--- src/rtl/final_result_buffer_if.sv ---
// Result-capture bus: datapath results in, FIFO head and status out.
interface final_result_buffer_if #(
   parameter int unsigned DATA_W = 16,
   parameter int unsigned DEPTH  = 4,
   parameter int unsigned OP_W   = 2
);
   localparam int unsigned CNT_W = $clog2(DEPTH + 1);

   logic              i_clr;
   logic              i_done;
   logic [DATA_W-1:0] i_data;
   logic [OP_W-1:0]   i_op;
   logic              i_ready;
   logic              o_valid;
   logic [DATA_W-1:0] o_data;
   logic [OP_W-1:0]   o_op;
   logic [DATA_W-1:0] o_last;
   logic [CNT_W-1:0]  o_count;
   logic              o_full;
   logic              o_overflow;

   // Producer/consumer side driving results and ready.
   modport master (
      output i_clr, i_done, i_data, i_op, i_ready,
      input  o_valid, o_data, o_op, o_last, o_count, o_full, o_overflow
   );

   // Buffer side.
   modport slave (
      input  i_clr, i_done, i_data, i_op, i_ready,
      output o_valid, o_data, o_op, o_last, o_count, o_full, o_overflow
   );
endinterface

--- src/rtl/final_result_buffer.sv ---
// Final result buffer: small FIFO of finished results with tag, last-result
// register and sticky overflow flag for results dropped while full.
module final_result_buffer #(
   parameter int unsigned DATA_W = 16,
   parameter int unsigned DEPTH  = 4,
   parameter int unsigned OP_W   = 2
) (
   input  logic                 clk,
   input  logic                 rst,
   final_result_buffer_if.slave bus
);
   localparam int unsigned PTR_W = (DEPTH > 1) ? $clog2(DEPTH) : 1;
   localparam int unsigned CNT_W = $clog2(DEPTH + 1);

   logic [DATA_W-1:0] r_mem_data [DEPTH];
   logic [OP_W-1:0]   r_mem_op   [DEPTH];
   logic [PTR_W-1:0]  r_wr_ptr;
   logic [PTR_W-1:0]  r_rd_ptr;
   logic [CNT_W-1:0]  r_count;
   logic              r_overflow;
   logic [DATA_W-1:0] r_last;

   logic w_valid;
   logic w_full;
   logic w_pop;
   logic w_push;
   logic w_drop;

   // Handshake decode from registered occupancy only.
   assign w_valid = (r_count != '0);
   assign w_full  = (r_count == CNT_W'(DEPTH));
   assign w_pop   = w_valid && bus.i_ready;
   assign w_push  = bus.i_done && (!w_full || w_pop);
   assign w_drop  = bus.i_done && w_full && !w_pop;

   // Pointers, occupancy, overflow flag and last-result register.
   always_ff @(posedge clk) begin
      if (rst || bus.i_clr) begin
         r_wr_ptr   <= '0;
         r_rd_ptr   <= '0;
         r_count    <= '0;
         r_overflow <= 1'b0;
         r_last     <= '0;
      end else begin
         if (w_push) r_wr_ptr <= r_wr_ptr + PTR_W'(1);
         if (w_pop)  r_rd_ptr <= r_rd_ptr + PTR_W'(1);
         case ({w_push, w_pop})
            2'b10:   r_count <= r_count + CNT_W'(1);
            2'b01:   r_count <= r_count - CNT_W'(1);
            default: r_count <= r_count;
         endcase
         if (w_drop)      r_overflow <= 1'b1;
         if (bus.i_done)  r_last     <= bus.i_data;
      end
   end

   // Entry storage; never reset, masked on the output while empty.
   always_ff @(posedge clk) begin
      if (!rst && !bus.i_clr && w_push) begin
         r_mem_data[r_wr_ptr] <= bus.i_data;
         r_mem_op[r_wr_ptr]   <= bus.i_op;
      end
   end

   assign bus.o_valid    = w_valid;
   assign bus.o_full     = w_full;
   assign bus.o_count    = r_count;
   assign bus.o_overflow = r_overflow;
   assign bus.o_last     = r_last;
   assign bus.o_data     = w_valid ? r_mem_data[r_rd_ptr] : '0;
   assign bus.o_op       = w_valid ? r_mem_op[r_rd_ptr]   : '0;
endmodule

--- src/flat_wrapper.sv ---
// flat-port wrapper written by rule: the top's interface ports become plain ports
module final_result_buffer_flat 
#(
   parameter int unsigned DATA_W = 16,
   parameter int unsigned DEPTH  = 4,
   parameter int unsigned OP_W   = 2
)
  (clk, rst, bus_i_clr, bus_i_done, bus_i_data, bus_i_op, bus_i_ready, bus_o_valid, bus_o_data, bus_o_op, bus_o_last, bus_o_count, bus_o_full, bus_o_overflow);
  final_result_buffer_if #(.DATA_W(DATA_W), .DEPTH(DEPTH), .OP_W(OP_W)) bus_i ();
  input  logic clk;
  input  logic rst;
  input wire logic [$bits(bus_i.i_clr)-1:0] bus_i_clr;
  input wire logic [$bits(bus_i.i_done)-1:0] bus_i_done;
  input wire logic [$bits(bus_i.i_data)-1:0] bus_i_data;
  input wire logic [$bits(bus_i.i_op)-1:0] bus_i_op;
  input wire logic [$bits(bus_i.i_ready)-1:0] bus_i_ready;
  output wire logic [$bits(bus_i.o_valid)-1:0] bus_o_valid;
  output wire logic [$bits(bus_i.o_data)-1:0] bus_o_data;
  output wire logic [$bits(bus_i.o_op)-1:0] bus_o_op;
  output wire logic [$bits(bus_i.o_last)-1:0] bus_o_last;
  output wire logic [$bits(bus_i.o_count)-1:0] bus_o_count;
  output wire logic [$bits(bus_i.o_full)-1:0] bus_o_full;
  output wire logic [$bits(bus_i.o_overflow)-1:0] bus_o_overflow;
  assign bus_i.i_clr = bus_i_clr;
  assign bus_i.i_done = bus_i_done;
  assign bus_i.i_data = bus_i_data;
  assign bus_i.i_op = bus_i_op;
  assign bus_i.i_ready = bus_i_ready;
  assign bus_o_valid = bus_i.o_valid;
  assign bus_o_data = bus_i.o_data;
  assign bus_o_op = bus_i.o_op;
  assign bus_o_last = bus_i.o_last;
  assign bus_o_count = bus_i.o_count;
  assign bus_o_full = bus_i.o_full;
  assign bus_o_overflow = bus_i.o_overflow;
  final_result_buffer #(.DATA_W(DATA_W), .DEPTH(DEPTH), .OP_W(OP_W)) u_core (.clk(clk), .rst(rst), .bus(bus_i));
endmodule
--- config.mk ---
export PLATFORM = sky130hd
export DESIGN_NAME = final_result_buffer_flat
export DESIGN_NICKNAME = d
export VERILOG_FILES = /design/src/rtl/final_result_buffer_if.sv /design/src/rtl/final_result_buffer.sv /design/src/flat_wrapper.sv
export SDC_FILE = /design/constraint.sdc
export NUM_CORES = 1
export LEC_CHECK = 0
export CAP_MARGIN = 20
export CORE_UTILIZATION = 36
export CTS_CLUSTER_DIAMETER = 200
export DETAILED_ROUTE_END_ITERATION = 10
export MAX_ROUTING_LAYER = met4
export PLACE_DENSITY = 0.6
export REMOVE_ABC_BUFFERS = 1
export SLEW_MARGIN = 25
export SYNTH_ARGS = -nofsm -noshare
export SYNTH_HDL_FRONTEND = slang
export SYNTH_SLANG_ARGS = --single-unit
--- constraint.sdc ---
create_clock -name clk -period 2.86 [get_ports clk]
set_input_delay 0.572 -clock clk [delete_from_list [all_inputs] [get_ports clk]]
set_output_delay 0.572 -clock clk [all_outputs]
set_load 0.01 [all_outputs]
; Yosys cells after proc, flatten, opt, wreduce, memory -nomap -nowiden
; Memories as Yosys holds them, arrays and structs flattened. A register that Yosys moved wholly into a read port is not among the register bits.
; Cells that the tools add are included.
[word_totals]
in_bits = 23
n_memories = 2
elab_cells = 37
ff_bits = 24
ramBits = 72
[op_classes]
n_reduce_logical = 14
muxes = 9
n_eq_ne = 3
add_sub_neg = 4
[mem_list]
columns = name, depth, width, rd, rd_ports_with_merged_regs, wr, line_no
row1 = u_core.r_mem_data, 4, 16, 1, 1, 1, final_result_buffer.sv:15  ; logic [DATA_W-1:0] r_mem_data [DEPTH];
row2 = u_core.r_mem_op, 4, 2, 1, 1, 1, final_result_buffer.sv:16  ; logic [OP_W-1:0] r_mem_op [DEPTH];
[op_table]
columns = op, n
row1 = 2-to-1 mux 16 bit, 1
row2 = 2-to-1 mux 2 bit, 5
row3 = logical AND 1 bit, 6
row4 = one-hot mux 3 bit (2 select lines), 1
row5 = adder 2 x 1 -> 2 bit (second input constant), 2
row6 = logical NOT 1 bit, 4
row7 = adder 3 x 1 -> 3 bit (second input constant), 1
row8 = == test 3 bit (second input constant), 1
row9 = nonzero test 3 bit, 1
row10 = subtractor 3 x 1 -> 3 bit (second input constant), 1
row11 = == test 2 x 1 -> 1 bit (second input constant), 1
row12 = == test 2 bit (second input constant), 1
row13 = logical OR 1 bit, 2
row14 = 2-to-1 mux 1 bit, 2
row15 = nonzero test 2 bit, 1

; Longest topological paths before layout
; Gate-level depths: netlist (run 1).
[depth]
depth_word = 7
depth_mapped = 9
mapped_depth_nobuf = 9

; Worst setup path after synthesis (run 1)
; OpenSTA, ideal clock, no wires.
[synth_path]
path_type = input port to flip-flop
startpoint = input bus_i_done
endpoint = register u_core.r_count[2], in the netlist u_core.bus.o_count[2]
setup_time_ns = 0.070
cell_stages = 9
t_arrival_ns = 2.162
path_buffers = 1
path_slack_ns = 0.628
required_time_ns = 2.790
path_cell_list = buf_2 nor2b_1 inv_1 ha_1 inv_1 fa_1 xor2_1 or3_1 a21oi_1
[synth_via]
elab_chain_cells = 3
word_cells_on_any_way = 5
cone_classes = eq/ne (2) / mux (1) / reduce/logical (2)
[synth_rtl]
columns = item, line_no
row1 = from (decl), flat_wrapper.sv:13  ; input wire logic [$bits(bus_i.i_done)-1:0] bus_i_done;
row2 = logical AND 1 bit (*), final_result_buffer.sv:33  ; assign w_push = bus.i_done && (!w_full || w_pop);
row3 = == test 2 x 1 -> 1 bit or == test 2 bit (tied branches), final_result_buffer.sv:47  ; case ({w_push, w_pop})
row4 = one-hot mux 3 bit (2 select lines) or nonzero test 2 bit (tied branches), --
row5 = to (signal assigned), final_result_buffer.sv:48  ; 2'b10: r_count <= r_count + CNT_W'(1);
row6 = to (signal assigned), final_result_buffer.sv:49  ; 2'b01: r_count <= r_count - CNT_W'(1);
row7 = to (signal assigned), final_result_buffer.sv:50  ; default: r_count <= r_count;
row8 = to (decl), final_result_buffer.sv:19  ; logic [CNT_W-1:0] r_count;
; Every way passes the cells marked *; elsewhere a longest branch is shown, timed or not.
; A chain may end at the register's enable or synchronous reset.

==> out/results.tsv, run 1 <==
stage	metric	value	unit
global_routing	busiest_layer	met2	
cells_and_area	nets	332	
timing	max_slew.worst_pin.slew	584	ps
floorplan	die_x	106	um
yosys	ys_seq_area_share	68.9	%
min_path	min_to	u_core.bus.o_overflow	
yosys	synth_area	3900	um^2
critical_path	timing.rr.end	u_core.bus.o_count[2]	
critical_path	critPathArrivalTime	2080	ps
drt	via_count	2082	
drt	detail_route.wl_per_cell	16.2	um
global_routing	grtUsageMet3	4.23	%
pwr	pwr-share-clk	32.8	%
placement	dpl.hpwl	4.70	mm
clock_network	cts-buffers-inserted	9	
cells_and_area	fin_cells	443	
global_routing	use_met1	18.6	%
drt	wirelength	7.20	mm
placement	placed_cells	428	
clock_network	cts_tree	yes	
placement	place_ws	109	ps
pwr	ir_drop	0.229	mV
timing	layout_setup_ws	208	ps
timing	relSlewSlack	61.1	%
timing	fin_skew	8.93	ps
global_routing	grt_usage	14.3	%
placement	port_buffers	62	
cells_and_area	insertedDiodeCount	0	
global_routing	antenna_found_initial	0	
run_status	status	complete, no violations	
yosys	syn_inst	226	
timing	setup-violations-final	0	
clock_network	cts_setup_buffers	0	
global_routing	grt_max_degree	25	
timing	timing.final.crit_period	2650	ps
timing	rsz0062_at_grt	false	
clock_network	cts_sinks	98	
pwr	seq_power_share	58.0	%
yosys	syn_avg_cell_area	17.2	um^2
floorplan	coreArea	10400	um^2
drt	post_drt_via_cell_ratio	4.70	
timing	slew_violations	0	
placement	place_congestion	0.671	
critical_path	slowest_delay	510	ps
pwr	p_int	2.12	mW
pwr	switchingPower	0.561	mW
min_path	hp-class	reg -> reg	
critical_path	path_cells	buf_6 > mux4_2 > nor2b_1 > clkdlybuf4s50_1	
timing	fmax	377	MHz
flow_run	drv_cap	0	
pwr	combinationalPowerShare	9.2	%
global_routing	grt_pass1_wl	11.3	mm
min_path	min_from	u_core.bus.o_overflow	
clock_network	cts.clk_slew.worst_paths	80	ps
cells_and_area	multi_input_area	1110	um^2
floorplan	initial_core_util	37.4	%
cells_and_area	syn2layout_area_growth	26.8	%
critical_path	critPathKind	reg -> out	
drt	drcViolationCount	0	
floorplan	pin_count	63	
critical_path	endpoint_kind	primary output	
clock_network	clk_latency	360	ps
critical_path	rr_worst_depth	9	
timing	timing.final.crit_share	92.7	%
cells_and_area	fin_util	47.4	%
global_routing	met2_usage	21.0	%
critical_path	required	2290	ps
cells_and_area	drive_gt1_share	19.5	%
critical_path	cp-start-kind	flip-flop	
timing	setup-tns-final	0	ps
drt	drt_iter0_drc	73	
min_path	min_delay_path_depth	2	
cells_and_area	seqCellArea	2680	um^2
critical_path	r2r_start	u_core.bus.o_count[0]	
critical_path	rrSetupSlack	660	ps
timing	hold_viol	0	
yosys	synth_warnings	0	
pwr	power_leakage	1.70	nW
yosys	ys_types	29	
clock_network	htreeDepth	3	
global_routing	overflow	0	
clock_network	clk_root_buffer_cell	clkbuf_8	
drt	dr.pass1.iters	4	
clock_network	clock_path_buffers	2	
floorplan	dieArea	11200	um^2
critical_path	cpMaxStageDelayCell	mux4_2	
floorplan	die_h	106	um
pwr	powerDensity	542	nW/um^2
yosys	ys_seq_elements	98	
floorplan	rows	37	
critical_path	critPathMaxFanout	12	
drt	final_antenna_net_count	0	
pwr	p_sw_share	20.9	%
global_routing	grt_pass1_vias	2144	
cells_and_area	fillers	909	
==> worst max-delay path by stage <==
stage | startpoint | to | depth (start not counted)
floorplan | u_core.bus.o_count[0] | u_core.bus.o_count[2] | 8
global placement | bus_i_ready | u_core.bus.o_count[2] | 10
detailed placement | bus_i_ready | u_core.bus.o_count[2] | 10
CTS | flip-flop | bus_o_data[0] | 4
global route | flip-flop | bus_o_data[0] | 4
finish | flip-flop | bus_o_data[4] | 4
==> layer usage <==
| layer | vias to the layer above | wire length, um |
|---|---|---|
| li1 | 991 | - |
| met1 | 1021 | 3430 |
| met2 | 64 | 3340 |
| met3 | 6 | 365 |
| met4 | 0 | 58 |
| met5 | - | 0 |
==> cell usage after synthesis <==
library cell	number	area, um^2
buf_6	1	11.3
o21ai_0	2	10.0
or3_1	3	18.8
buf_2	5	25.0
nor3_2	1	10.0
nor4b_2	1	15.0
nor2b_1	9	56.3
nor2_1	22	82.6
buf_4	1	7.51
buf_12	1	20.0
nand2_1	3	11.3
nor3b_1	1	7.51
o21ai_1	1	5.00
a21oi_1	5	25.0
and3_1	4	25.0
nand4b_1	1	8.76
or2_2	1	6.26
edfxtp_1	72	2160
fa_1	1	20.0
ha_1	5	62.6
clkbuf_1	3	11.3
mux2i_1	17	170
dfxtp_1	26	521
inv_1	8	30.0
xor2_1	2	17.5
nor2b_4	10	138
o31ai_1	1	7.51
a31oi_1	1	6.26
mux4_2	18	405
==> cells by family (layout without fill, tap and decap cells) <==
group,Yosys count,after routing,share of synthesized area [%]
AOI/OAI and AO/OA,10,10,1.38
xor gates and xnor gates,2,2,0.450
adders and majority gates,6,6,2.12
buffers and inverters,19,100,2.70
DFF,98,98,68.9
muxes,35,35,14.8
and+or+nand+nor,56,56,9.73
==> state kept, by name, summed over array words and instances (netlist names), named ones only <==
| name | count |
|---|---|
| u_core.r_mem_data | 64 |
| u_core.bus.o_last | 16 |
| u_core.r_mem_op | 8 |
| u_core.bus.o_count | 3 |
| u_core.r_rd_ptr | 2 |
| u_core.r_wr_ptr | 2 |
| u_core.bus.o_overflow | 1 |
==> cells in the final DEF (no fill, tap or decap), types with 2 or more instances in the layout <==
cell | netlist | final
clkbuf_8 | 0 | 11
edfxtp_1 | 72 | 72
o21ai_0 | 2 | 2
nor2b_1 | 9 | 9
inv_1 | 8 | 8
and3_1 | 4 | 4
buf_4 | 1 | 13
nand2_1 | 3 | 3
clkdlybuf4s50_1 | 0 | 62
or3_1 | 3 | 3
clkinv_2 | 0 | 2
a21oi_1 | 5 | 5
nor2b_4 | 10 | 10
nor2_1 | 22 | 22
ha_1 | 5 | 5
xor2_1 | 2 | 2
mux4_2 | 18 | 18
dfxtp_1 | 26 | 26
mux2i_1 | 17 | 17
==> critical path, delay by kind of cell, from the launching register on <==
kind	cells	cell delay [ps]
AND/OR/NAND/NOR	1	160
buffers and inverters	2	710
multiplexers	1	510
flip-flops	1	350
==> power by group through the flow <==
stage	Combinational (mW)	Sequential, mW	Clock, mW
2_1_floorplan	0.102	1.59	0
3_5_place_dp	0.250	1.59	0
3_3_place_gp	0.247	1.59	0
5_1_grt	0.267	1.56	0.968
6_report	0.246	1.55	0.880
4_1_cts	0.251	1.55	0.909
==> timing repair <==
| action | in CTS | in global routing |
|---|---|---|
| hold buffers | 0 | 0 |
| endpoints found under the setup margin | 0 | 1 |
| gates resized for setup | 0 | 1 |
==> cell type report <==
cell class,instances,share of cell area [%]
Multi-Input combinational cell,109,22.6
Clock inverter,3,0.810
Clock buffer,12,3.14
Tap cell,136,3.44
Inverter,8,0.608
Timing Repair Buffer,77,15.2
Sequential cell,98,54.3
==> metrics by stage <==
step	power (mW)	area, um^2	hold WS, ps
3_3_place_gp	1.83	4740	469
4_1_cts	2.71	4940	502
6_report	2.68	4940	496
3_5_place_dp	1.84	4740	466
2_1_floorplan	1.70	3820	459
5_1_grt	2.79	4940	532
Note: power is estimated with default switching activity, not from simulation.
==> run 2, diff against run 1 <==
--- a/config.mk
+++ b/config.mk
@@ -6,11 +6,11 @@
 export NUM_CORES = 1
 export LEC_CHECK = 0
 export CAP_MARGIN = 20
-export CORE_UTILIZATION = 36
+export CORE_UTILIZATION = 40
 export CTS_CLUSTER_DIAMETER = 200
 export DETAILED_ROUTE_END_ITERATION = 10
 export MAX_ROUTING_LAYER = met4
-export PLACE_DENSITY = 0.6
+export PLACE_DENSITY = 0.66
 export REMOVE_ABC_BUFFERS = 1
 export SLEW_MARGIN = 25
 export SYNTH_ARGS = -nofsm -noshare
==> out/results.tsv, run 2 (same netlist as run 1, synthesis figures left out) <==
stage	metric	value	unit	change
drt	detail_route.wl_per_cell	16.0	um	-1.2%
floorplan	pin_count	63		unchanged
global_routing	grt_pass1_wl	10.9	mm	-3.2%
critical_path	critPathMaxFanout	12		unchanged
run_status	status	complete, no violations		
critical_path	critPathArrivalTime	2150	ps	+70 ps
pwr	power_leakage	1.68	nW	-1.1%
floorplan	dieArea	10100	um^2	-9.8%
timing	slew_violations	0		unchanged
timing	rsz0062_at_grt	false		
clock_network	ctsResizeCount	0		unchanged
floorplan	die_x	101	um	-5.0%
pwr	ir_drop	0.253	mV	+10%
pwr	powerDensity	544	nW/um^2	+0.32%
placement	place_congestion	0.747		+11%
drt	dr.pass1.iters	4		unchanged
drt	via_count	2070		-0.58%
clock_network	clk_latency	360	ps	about the same
clock_network	htreeDepth	3		unchanged
cells_and_area	seqCellArea	2680	um^2	unchanged
cells_and_area	fin_cells	434		-2.0%
timing	setup-violations-final	0		unchanged
critical_path	endpoint_kind	primary output		
floorplan	die_h	101	um	-5.0%
timing	timing.final.crit_period	2720	ps	+67.0 ps
cells_and_area	largest_register_ffs	64		unchanged
timing	hold_viol	0		unchanged
timing	timing.final.crit_share	95.1	%	+2.3 points
critical_path	critPathKind	reg -> out		
cells_and_area	fin_util	52.6	%	+5.1 points
cells_and_area	multi_input_area	1110	um^2	unchanged
global_routing	grt_pass1_vias	2078		-3.1%
cells_and_area	insertedDiodeCount	0		unchanged
cells_and_area	drive_gt1_share	19.0	%	-0.53 points
timing	whs	498	ps	+2.72 ps
min_path	hp-class	reg -> reg		
cells_and_area	syn2layout_area_growth	25.9	%	
timing	fin_skew	10.9	ps	+1.98 ps
clock_network	cts_tree	yes		
cells_and_area	nets	329		-0.90%
clock_network	cts_sinks	98		unchanged
flow_run	drv_cap	0		unchanged
floorplan	rows	35		-5.4%
clock_network	cts-buffers-inserted	9		unchanged
global_routing	antenna_found_initial	0		unchanged
critical_path	required	2290	ps	about the same
timing	fmax	368	MHz	-2.5%
placement	port_buffers	62		unchanged
drt	drcViolationCount	0		unchanged
critical_path	cp-start-kind	flip-flop		
placement	dpl.hpwl	4.36	mm	-7.2%
global_routing	overflow	0		unchanged
clock_network	ctsHoldBuffers	0		unchanged
cells_and_area	largest-register	u_core.r_mem_data		
cells_and_area	final_common_cell	edfxtp_1		
clock_network	clock_path_buffers	2		unchanged
clock_network	cts.clk_slew.worst_paths	90	ps	about the same
floorplan	coreArea	9330	um^2	-10%
cells_and_area	layout_common_cells	72 x edfxtp_1, 62 x clkdlybuf4s50_1, 26 x dfxtp_1, 22 x nor2_1, 18 x mux4_2		
drt	wirelength	6.97	mm	-3.2%
drt	drt_iter0_drc	63		-14%
placement	placed_cells	418		-2.3%
clock_network	clk_root_buffer_cell	clkbuf_8		
global_routing	grt_usage	15.5	%	+1.2 points
global_routing	grt_max_degree	25		unchanged
timing	relSlewSlack	61.8	%	+0.71 points
floorplan	initial_core_util	41.8	%	+4.4 points
drt	final_antenna_net_count	0		unchanged
cells_and_area	fillers	776		-15%
clock_network	cts_setup_buffers	0		unchanged
drt	post_drt_via_cell_ratio	4.77		+1.5%
timing	max_slew.worst_pin.slew	573	ps	-10.7 ps
-- run 2: final cells by class --
type                       instances  area share, %
clock buffer                      10           2.60
tap                              129           3.29
sequential                        98           54.7
multi-input combinational        109           22.7
timing repair buffer              74           14.7
inverter                           8          0.612
clock inverter                     6           1.35
-- run 2: metrics by stage --
stage	total power, mW	TNS, ps	instance area (um^2)	worst slack, ps
2_1_floorplan	1.70	-258	3820	-158
3_3_place_gp	1.83	0	4710	183
3_5_place_dp	1.83	0	4710	120
4_1_cts	2.70	0	4910	95.6
5_1_grt	2.78	0	4910	5.97
6_report	2.67	0	4910	141
-- run 2: final timing paths --
check                           slack, ps                     to  cells past startpoint             startpoint
worst max-delay path                  140         bus_o_data[11]                      4              flip-flop
worst min-delay path                  500  u_core.bus.o_last[10]                      2  u_core.bus.o_last[10]
worst max register to register        700  u_core.bus.o_count[2]                      9  u_core.bus.o_count[0]
worst min register to register        500  u_core.bus.o_last[10]                      2  u_core.bus.o_last[10]
-- run 2: metal layers --
layer  up-vias  global-route usage [%]  wire, um
li1        990                       -         -
met1      1019                    19.8      3170
met2        51                    23.8      3370
met3        10                    3.61       296
met4         0                    6.69       121
met5         -                       -         0
-- run 2: power breakdown --
part | switching [mW] | internal, mW
logic | 0.113 | 0.130
registers | 0.0110 | 1.54
clock network | 0.464 | 0.408
total | 0.588 | 2.08
-- run 2: critical path, stage by stage, from the launching register on --
cell and delay [ps]:
dfxtp_1 350, buf_4 270, mux4_2 530, nor2b_4 130, clkdlybuf4s50_1 510
